## src/rtl/gate_selftest_pkg.sv

```systemverilog
// Shared types and constants for the two-input gate self-test controller.
// Bit positions of y_in match the golden vector produced by gate_expect.
package gate_selftest_pkg;

    typedef enum logic [2:0] {
        ST_IDLE   = 3'd0,
        ST_APPLY  = 3'd1,
        ST_SETTLE = 3'd2,
        ST_CHECK  = 3'd3,
        ST_DONE   = 3'd4
    } state_t;

    localparam int IDX_AND  = 0;
    localparam int IDX_OR   = 1;
    localparam int IDX_NOT  = 2;
    localparam int IDX_NOR  = 3;
    localparam int IDX_XOR  = 4;
    localparam int IDX_XNOR = 5;

    localparam int RES_W   = 6;
    localparam int NUM_VEC = 4;

endpackage

```

## src/rtl/gate_selftest_ctrl_if.sv

```systemverilog
// Operand/result bus between the self-test controller and the gate block under test.
// master = controller (drives operands), slave = gate block (returns results).
interface gate_selftest_ctrl_if;
    import gate_selftest_pkg::*;

    logic             a;
    logic             b;
    logic [RES_W-1:0] y_in;

    modport master (output a, output b, input y_in);
    modport slave  (input a, input b, output y_in);

endinterface

```

## src/rtl/gate_expect.sv

```systemverilog
// Golden result vector for one (a, b) operand pair, purely combinational.
module gate_expect
    import gate_selftest_pkg::*;
(
    input  logic             a,
    input  logic             b,
    output logic [RES_W-1:0] y
);

    always_comb begin
        y           = '0;
        y[IDX_AND]  = a & b;
        y[IDX_OR]   = a | b;
        y[IDX_NOT]  = ~a;
        y[IDX_NOR]  = ~(a | b);
        y[IDX_XOR]  = a ^ b;
        y[IDX_XNOR] = ~(a ^ b);
    end

endmodule

```

## src/rtl/gate_selftest_ctrl.sv

```systemverilog
// Sweeps the four (a,b) operand pairs through a gate block, waits SETTLE_CYC cycles per
// vector and accumulates mismatches into err_cnt / fail_mask.
module gate_selftest_ctrl
    import gate_selftest_pkg::*;
#(
    parameter int SETTLE_CYC = 4,
    parameter bit LOOP_EN    = 1'b0
) (
    input  logic                      clk,
    input  logic                      rst,
    input  logic                      start,
    gate_selftest_ctrl_if.master      gbus,
    output logic                      busy,
    output logic                      done,
    output logic                      pass,
    output logic [2:0]                err_cnt,
    output logic [RES_W-1:0]          fail_mask,
    output logic [1:0]                vec_idx,
    output state_t                    fsm_state
);

    // Handshake: start is a request sampled only in IDLE/DONE; busy is high from the cycle
    // after acceptance until the last CHECK; done/pass/err_cnt/fail_mask are valid while done=1.

    localparam logic [7:0] SETTLE_LOAD = 8'(SETTLE_CYC - 1);
    localparam logic [1:0] LAST_VEC    = 2'(NUM_VEC - 1);
    localparam logic [2:0] ERR_MAX     = 3'(NUM_VEC);

    state_t           state;
    logic [7:0]       settle_cnt;
    logic             a_q;
    logic             b_q;
    logic [RES_W-1:0] golden;
    logic [RES_W-1:0] mismatch;
    logic [RES_W-1:0] mask_next;
    logic [2:0]       err_next;
    logic [1:0]       vec_next;

    gate_expect u_expect (
        .a (a_q),
        .b (b_q),
        .y (golden)
    );

    assign mismatch  = gbus.y_in ^ golden;
    assign mask_next = fail_mask | mismatch;
    assign vec_next  = vec_idx + 2'd1;

    // Saturating count of failing vectors.
    always_comb begin
        err_next = err_cnt;
        if ((|mismatch) && (err_cnt < ERR_MAX)) begin
            err_next = err_cnt + 3'd1;
        end
    end

    assign gbus.a    = a_q;
    assign gbus.b    = b_q;
    assign fsm_state = state;

    always_ff @(posedge clk or posedge rst) begin
        if (rst) begin
            state      <= ST_IDLE;
            settle_cnt <= '0;
            a_q        <= 1'b0;
            b_q        <= 1'b0;
            vec_idx    <= '0;
            busy       <= 1'b0;
            done       <= 1'b0;
            pass       <= 1'b0;
            err_cnt    <= '0;
            fail_mask  <= '0;
        end else begin
            case (state)
                ST_IDLE: begin
                    if (start) begin
                        state     <= ST_APPLY;
                        busy      <= 1'b1;
                        vec_idx   <= '0;
                        err_cnt   <= '0;
                        fail_mask <= '0;
                        a_q       <= 1'b0;
                        b_q       <= 1'b0;
                    end
                end

                ST_APPLY: begin
                    settle_cnt <= SETTLE_LOAD;
                    state      <= ST_SETTLE;
                end

                ST_SETTLE: begin
                    if (settle_cnt == 8'd0) begin
                        state <= ST_CHECK;
                    end else begin
                        settle_cnt <= settle_cnt - 8'd1;
                    end
                end

                ST_CHECK: begin
                    err_cnt   <= err_next;
                    fail_mask <= mask_next;
                    if (vec_idx == LAST_VEC) begin
                        state <= ST_DONE;
                        busy  <= 1'b0;
                        done  <= 1'b1;
                        pass  <= (err_next == 3'd0);
                    end else begin
                        // Operands change only here, so they hold from APPLY through CHECK.
                        vec_idx <= vec_next;
                        a_q     <= vec_next[1];
                        b_q     <= vec_next[0];
                        state   <= ST_APPLY;
                    end
                end

                ST_DONE: begin
                    if (start || LOOP_EN) begin
                        state     <= ST_APPLY;
                        busy      <= 1'b1;
                        done      <= 1'b0;
                        pass      <= 1'b0;
                        vec_idx   <= '0;
                        err_cnt   <= '0;
                        fail_mask <= '0;
                        a_q       <= 1'b0;
                        b_q       <= 1'b0;
                    end
                end

                default: begin
                    state <= ST_IDLE;
                    busy  <= 1'b0;
                    done  <= 1'b0;
                end
            endcase
        end
    end

endmodule

```

## src/flat_wrapper.sv

```systemverilog
// flat-port wrapper written by rule: the top's interface ports become plain ports
module gate_selftest_ctrl_flat import gate_selftest_pkg::*;
#(
    parameter int SETTLE_CYC = 4,
    parameter bit LOOP_EN    = 1'b0
)
  (clk, rst, start, busy, done, pass, err_cnt, fail_mask, vec_idx, fsm_state, gbus_a, gbus_b, gbus_y_in);
  gate_selftest_ctrl_if gbus_i ();
  input  logic clk;
  input  logic rst;
  input  logic start;
  output logic busy;
  output logic done;
  output logic pass;
  output logic [2:0] err_cnt;
  output logic [RES_W-1:0] fail_mask;
  output logic [1:0] vec_idx;
  output state_t fsm_state;
  output wire logic [$bits(gbus_i.a)-1:0] gbus_a;
  output wire logic [$bits(gbus_i.b)-1:0] gbus_b;
  input wire logic [$bits(gbus_i.y_in)-1:0] gbus_y_in;
  assign gbus_a = gbus_i.a;
  assign gbus_b = gbus_i.b;
  assign gbus_i.y_in = gbus_y_in;
  gate_selftest_ctrl #(.SETTLE_CYC(SETTLE_CYC), .LOOP_EN(LOOP_EN)) u_core (.clk(clk), .rst(rst), .start(start), .gbus(gbus_i), .busy(busy), .done(done), .pass(pass), .err_cnt(err_cnt), .fail_mask(fail_mask), .vec_idx(vec_idx), .fsm_state(fsm_state));
endmodule
```

## config.mk

```make
export PLATFORM = sky130hd
export DESIGN_NAME = gate_selftest_ctrl_flat
export DESIGN_NICKNAME = d
export VERILOG_FILES = /design/src/rtl/gate_selftest_pkg.sv /design/src/rtl/gate_selftest_ctrl_if.sv /design/src/rtl/gate_expect.sv /design/src/rtl/gate_selftest_ctrl.sv /design/src/flat_wrapper.sv
export SDC_FILE = /design/constraint.sdc
export NUM_CORES = 1
export LEC_CHECK = 0
export ABC_AREA = 1
export BUFFER_PORTS_ARGS = -buffer_cell sky130_fd_sc_hd__clkbuf_2
export CAP_MARGIN = 10
export CORE_ASPECT_RATIO = 0.6
export CORE_MARGIN = 2
export CORE_UTILIZATION = 50
export DETAILED_ROUTE_END_ITERATION = 7
export GPL_TIMING_DRIVEN = 0
export PLACE_DENSITY = 0.71
export REMOVE_ABC_BUFFERS = 1
export SLEW_MARGIN = 20
export SYNTH_ARGS = -nofsm -noshare
export SYNTH_HDL_FRONTEND = slang
export SYNTH_SLANG_ARGS = --single-unit
```

## constraint.sdc

```tcl
create_clock -name clk -period 3 [get_ports clk]
set_input_delay 0.6 -clock clk [delete_from_list [all_inputs] [get_ports clk]]
set_output_delay 0.6 -clock clk [all_outputs]
set_load 0.005 [all_outputs]
```

==> run metrics, run 1 <==
clock root cell=clkbuf_8; global-route wire length before repair=5090 microns; hold buffer count at CTS=0; Initial Utilization=54.9%; diodes inserted=0; Leak Pwr=0.956 nW; initial DRC count=68; initial antenna violation count=0; I/O Pins=28; Worst-path clk slew=90 ps; drt drc=0; # resized after CTS=0; Area contributors post-synth=dfrtp_1 44%, nand2_1 12%, inv_1 8.1%; distinct cell type count after synthesis=24; WS Path Type=flop to flop; Cell Pwr Density=958 nW/um^2; Mapped Area=1430 sq um; worst path required time=3150 ps; Gate Count Post-Synth=187; total wire length=3110 microns; total CTS buffers=3; #FFs+latches synth=25; First-pass DRT Iterations=4; Max Cap Viol=0; status=complete, no violations; peak supply drop=476 uV; Worst slew margin=38.5%; Slew @ Worst Pin=922 ps; Fin Setup TNS=0 ps; Seq/Total Area, Yosys=43.6%; DR WL/cell=12.5 microns; Pins Over Slew Limit=0; Synth Area per Inst=7.67 sq um; worst hold path class=flop to flop; Die Wd=73.1 microns; ANT nets after route=0; biggest area consumer among synthesized cells=dfrtp_1; clock sinks=25; Startpoint Class=flop; WP data arrival=1960 ps; number of buffers added for setup after CTS=0; Tcrit/Tclk final=60.4%; Vias=1249; dpl hpwl=2480 microns; number of global-route vias before repair=1164; synth warn=0; CTS tree=built; final net count=231; CP Max Fanout=6; RSZ-0062 raised after global routing=no; Setup WS pre-CTS=1240 ps; CTS max path bufs=2; Skew-Pair Late Insertion Delay=270 ps; final setup violating endpoints=0; Setup crit end kind=flop; Final GP Congestion=0.835; # rows=14; PortBufs=27; Vias/cell=5.04; top achievable clock speed=0.552 GHz; Die Span Y=45.5 microns; Placeable Area=2610 sq um; total global routing overflow=0; CTS HTree Levels=1; layout cells sized above 1=24.1%; die area=3330 sq um; Synth-to-Final Area Change=14.6%; largest net degree at the start of global routing=26; GRT Total Usage=20.9%; final worst setup slack=1190 ps; Final Hold Fails=0; crit path time final=1810 ps; Clock Skew=2.31 ps; post-synth top area share=43.6%
## critical path, stage by stage, from the launching register on
cell	delay, ps
dfrtp_1	460
inv_2	60
ha_1	320
inv_2	50
nand2_1	50
nand2_1	90
nor2_1	120
nand3_1	160
nand2_1	130
nand2_1	60
nand2_1	90
o22ai_1	80
## cells by family (layout without fill, tap and decap cells)
kind of cell	after synthesis	count (layout)	share of synthesized area, %
and+or+nand+nor	88	88	29.4
buffers and inverters	40	69	11.0
AOI/OAI and AO/OA	28	28	11.0
DFF	25	25	43.6
adders and majority gates	5	5	4.36
xor gates and xnor gates	1	1	0.611
## area by class of cell
| class | count | area [sq um] |
|---|---|---|
| Inverter | 38 | 143 |
| Multi-Input combinational cell | 122 | 651 |
| Timing Repair Buffer | 27 | 135 |
| Tap cell | 32 | 40.0 |
| Fill cell | 229 | 967 |
| Clock inverter | 1 | 7.51 |
| Clock buffer | 3 | 41.3 |
| Sequential cell | 25 | 626 |
## per-layer routing
| metal | track usage, % | part of all wire (%) |
|---|---|---|
| met1 | 29.5 | 51 |
| met2 | 32.1 | 43 |
| met3 | 5.97 | 5.2 |
| met4 | 4.81 | 1.1 |
| met5 | 0 | 0 |
## report_power, final
group	leakage [nW]	switching, mW	internal [mW]
logic	0.610	0.506	0.292
registers	0.325	0.114	0.460
clock network	0.0217	0.109	0.0941
## cell usage after synthesis, drive strengths merged
| master | number |
|---|---|
| o21a | 1 |
| nor2 | 27 |
| nand2 | 47 |
| nand3 | 8 |
| dfrtp | 25 |
| o21ai | 12 |
| o22ai | 2 |
| nand4 | 1 |
| buf | 2 |
| xor2 | 1 |
| a21oi | 12 |
| a31oi | 1 |
| inv | 38 |
| nor3 | 5 |
| ha | 5 |
## state kept, by name, indices dropped and copies added, names as in the netlist
name and count:
u_core.fail_mask 6, u_core.err_cnt 3, u_core.vec_idx 2, u_core.done 1
u_core.fsm_state 3, u_core.busy 1, u_core.pass 1, u_core.settle_cnt 8
## path summary, 6_finish.rpt
check	from	endpoint	slack [ps]	depth (start not counted)
setup reg to reg	u_core.vec_idx[1]	u_core.err_cnt[0]	1190	11
min in group asynchronous	rst	u_core.err_cnt[2]	500	2
setup / recovery	u_core.vec_idx[1]	u_core.err_cnt[0]	1190	11
hold / removal	u_core.settle_cnt[0]	u_core.settle_cnt[0]	490	1
max in group asynchronous	rst	u_core.vec_idx[0]	1930	2
hold reg to reg	u_core.settle_cnt[0]	u_core.settle_cnt[0]	490	1
## cells in the final DEF, fill, tap and decap left out, types with 2 or more instances in the layout
cell       n
dfrtp_1   25
inv_1     31
o21ai_1    6
nand2_4    3
nor2_4     2
nor2_1    24
ha_1       5
nand3_1    6
nand3_2    2
nand2_1   44
o21ai_2    3
a21oi_1   12
clkbuf_2  27
clkbuf_8   3
inv_2      7
o22ai_1    2
nor3_1     3
o21ai_0    3
## stage by stage
step / total power, mW / util, % / std cells / hold WS [ps] / instance area, sq um
final: 1.57 / 62.9 / 248 / 487 / 1640
after global routing: 1.72 / 62.9 / 248 / 497 / 1640
after CTS: 1.58 / 62.9 / 248 / 486 / 1640
after detailed placement: 1.37 / 61.1 / 244 / 472 / 1590
after global placement: 1.33 / 61.1 / 244 / 467 / 1590
after floorplan: 1.13 / - / 185 / 443 / 1420
No activity file was read; power rests on OpenSTA's default activity.
==> run 2: changes to the inputs <==
==> constraint.sdc (replaced) <==
create_clock -name clk -period 1.7 [get_ports clk]
set_input_delay 0.34 -clock clk [delete_from_list [all_inputs] [get_ports clk]]
set_output_delay 0.34 -clock clk [all_outputs]
set_load 0.005 [all_outputs]
==> run 2 against run 1 <==
  * Non-clock buffer count grew 3
  * Global-route usage grew 0.19 points
  * Critical path type unchanged
  * Sequential cell count is the same
  * Via count grew 1.0%
  * Power grew 82%
==> run metrics, run 2 (same netlist as run 1, synthesis figures left out) <==
status=complete, no violations; clock root cell=clkbuf_8; most frequent cells in the layout=41 x nand2_1, 31 x inv_1, 27 x clkbuf_2; final setup violating endpoints=0 (unchanged); peak supply drop=850 uV (+78%); Startpoint Class=flop; WP data arrival=1760 ps (-200 ps); final net count=234 (+1.3%); dpl hpwl=2480 microns (unchanged); Worst-path clk slew=90 ps (about the same); Tot Pwr=2.87 mW (+82%); Setup crit end kind=flop; First-pass DRT Iterations=4 (unchanged); Leak Pwr=0.969 nW (+1.3%); DR WL/cell=12.6 microns (+0.52%); Min Hold Slack=240 ps (-247 ps); # rows=14 (unchanged); top achievable clock speed=0.621 GHz (+13%); worst path required time=1850 ps (-1300 ps); Vias/cell=5.03 (-0.17%); largest net degree at the start of global routing=26 (unchanged); global-route wire length before repair=5130 microns (+0.94%); CTS HTree Levels=1 (unchanged); GRT Total Usage=21.1% (+0.19 points); CTS tree=built; most common cell after layout, fill and taps aside=nand2_1; Top Registers=u_core.settle_cnt x8, u_core.fail_mask x6; total global routing overflow=0 (unchanged); CP Max Fanout=4 (-2); layout cells sized above 1=29.7% (+5.6 points); Pins Over Slew Limit=0 (unchanged); Vias=1262 (+1.0%); Tcrit/Tclk final=94.7% (+34 points); Cell Pwr Density=1690 nW/um^2 (+76%); WS Path Type=flop to flop; initial DRC count=58 (-15%); I/O Pins=28 (unchanged); total wire length=3160 microns (+1.7%); worst hold path class=primary input to async pin; Max Cap Viol=0 (unchanged); PortBufs=27 (unchanged); Largest register FFs=8 (unchanged); initial antenna violation count=0 (unchanged); Worst slew margin=38.3% (-0.14 points); clock sinks=25 (unchanged); CTS max path bufs=2 (unchanged); Worst R2R Path Depth=11 (unchanged); Die Span Y=45.5 microns (unchanged); ANT nets after route=0 (unchanged); Initial Utilization=54.9% (unchanged); Clock Skew=2.32 ps (+0.0161 ps); Slew @ Worst Pin=924 ps (+2.14 ps); diodes inserted=0 (unchanged); number of global-route vias before repair=1182 (+1.5%); drt drc=0 (unchanged); crit path time final=1610 ps (-202 ps); Fin Setup TNS=0 ps (unchanged); Die Wd=73.1 microns (unchanged); Skew-Pair Late Insertion Delay=270 ps (about the same); Placeable Area=2610 sq um (unchanged); die area=3330 sq um (unchanged); Reg with most FFs=u_core.settle_cnt; Synth-to-Final Area Change=18.6%; Filler cells=227 (-0.87%); Final GP Congestion=0.835 (unchanged); Final Hold Fails=0 (unchanged); total CTS buffers=3 (unchanged)
## run 2: worst max-delay path, stage by stage (launching register included)
cell and delay [ps]:
dfrtp_2 410, inv_2 60, ha_4 270, inv_2 40
nand2_1 60, nand2_2 80, nor2_2 110, nand3_2 110
nand2_1 110, nand2_1 60, nand2_1 90, o22ai_1 80
## run 2: what timing repair did
item	CTS	global route
pin swaps	0	6
hold buffers	0	0
cloned	0	0
buffers inserted	2	1
endpoints found under the setup margin	3	4
resized for setup	2	8
## run 2: stage by stage
step / std cells / util, % / instance area [sq um] / setup slack (ps)
floorplan: 185 / - / 1420 / 165
global placement: 244 / 61.1 / 1590 / 41.0
detailed placement: 244 / 61.1 / 1590 / -55.5
CTS: 250 / 63.6 / 1660 / 0.117
global route: 251 / 65.1 / 1700 / -9.04
finish: 251 / 65.1 / 1700 / 89.8
## run 2: per-layer routing
metal / part of all wire (%) / wire length, microns / vias to the layer above / GRT usage [%]
met3: 6.2 / 195 / 4 / 5.97
met4: 0.95 / 30 / 0 / 4.81
met1: 50 / 1570 / 575 / 29.4
met2: 43 / 1370 / 36 / 33.0
li1: - / - / 647 / -
met5: 0 / 0 / - / 0
## run 2: power breakdown
part | internal (mW) | total [mW] | switching, mW | leakage [nW]
Combinational | 0.578 | 1.51 | 0.929 | 0.625
Clock | 0.166 | 0.354 | 0.188 | 0.0217
Sequential | 0.814 | 1.01 | 0.197 | 0.322
Total | 1.56 | 2.87 | 1.31 | 0.969
## run 2: area by class of cell
| type | instances | area [sq um] | area share (%) |
|---|---|---|---|
| clock buffers | 3 | 41.3 | 2.43 |
| clock inverters | 1 | 7.51 | 0.442 |
| inverters | 38 | 143 | 8.39 |
| multi-input cells | 122 | 683 | 40.2 |
| flip-flops and latches | 25 | 628 | 36.9 |
| well taps | 32 | 40.0 | 2.35 |
| repair buffers | 30 | 158 | 9.27 |
## run 2: final timing paths
| path | slack (ps) | start | to |
|---|---|---|---|
| worst max register to register | 90 | u_core.vec_idx[1] | u_core.err_cnt[0] |
| worst min register to register | 490 | u_core.settle_cnt[0] | u_core.settle_cnt[0] |
| max in group asynchronous | 830 | rst | u_core.vec_idx[0] |
| worst max-delay path | 90 | u_core.vec_idx[1] | u_core.err_cnt[0] |
| worst min-delay path | 240 | rst | u_core.err_cnt[2] |
| min in group clk | 430 | start | u_core.vec_idx[1] |
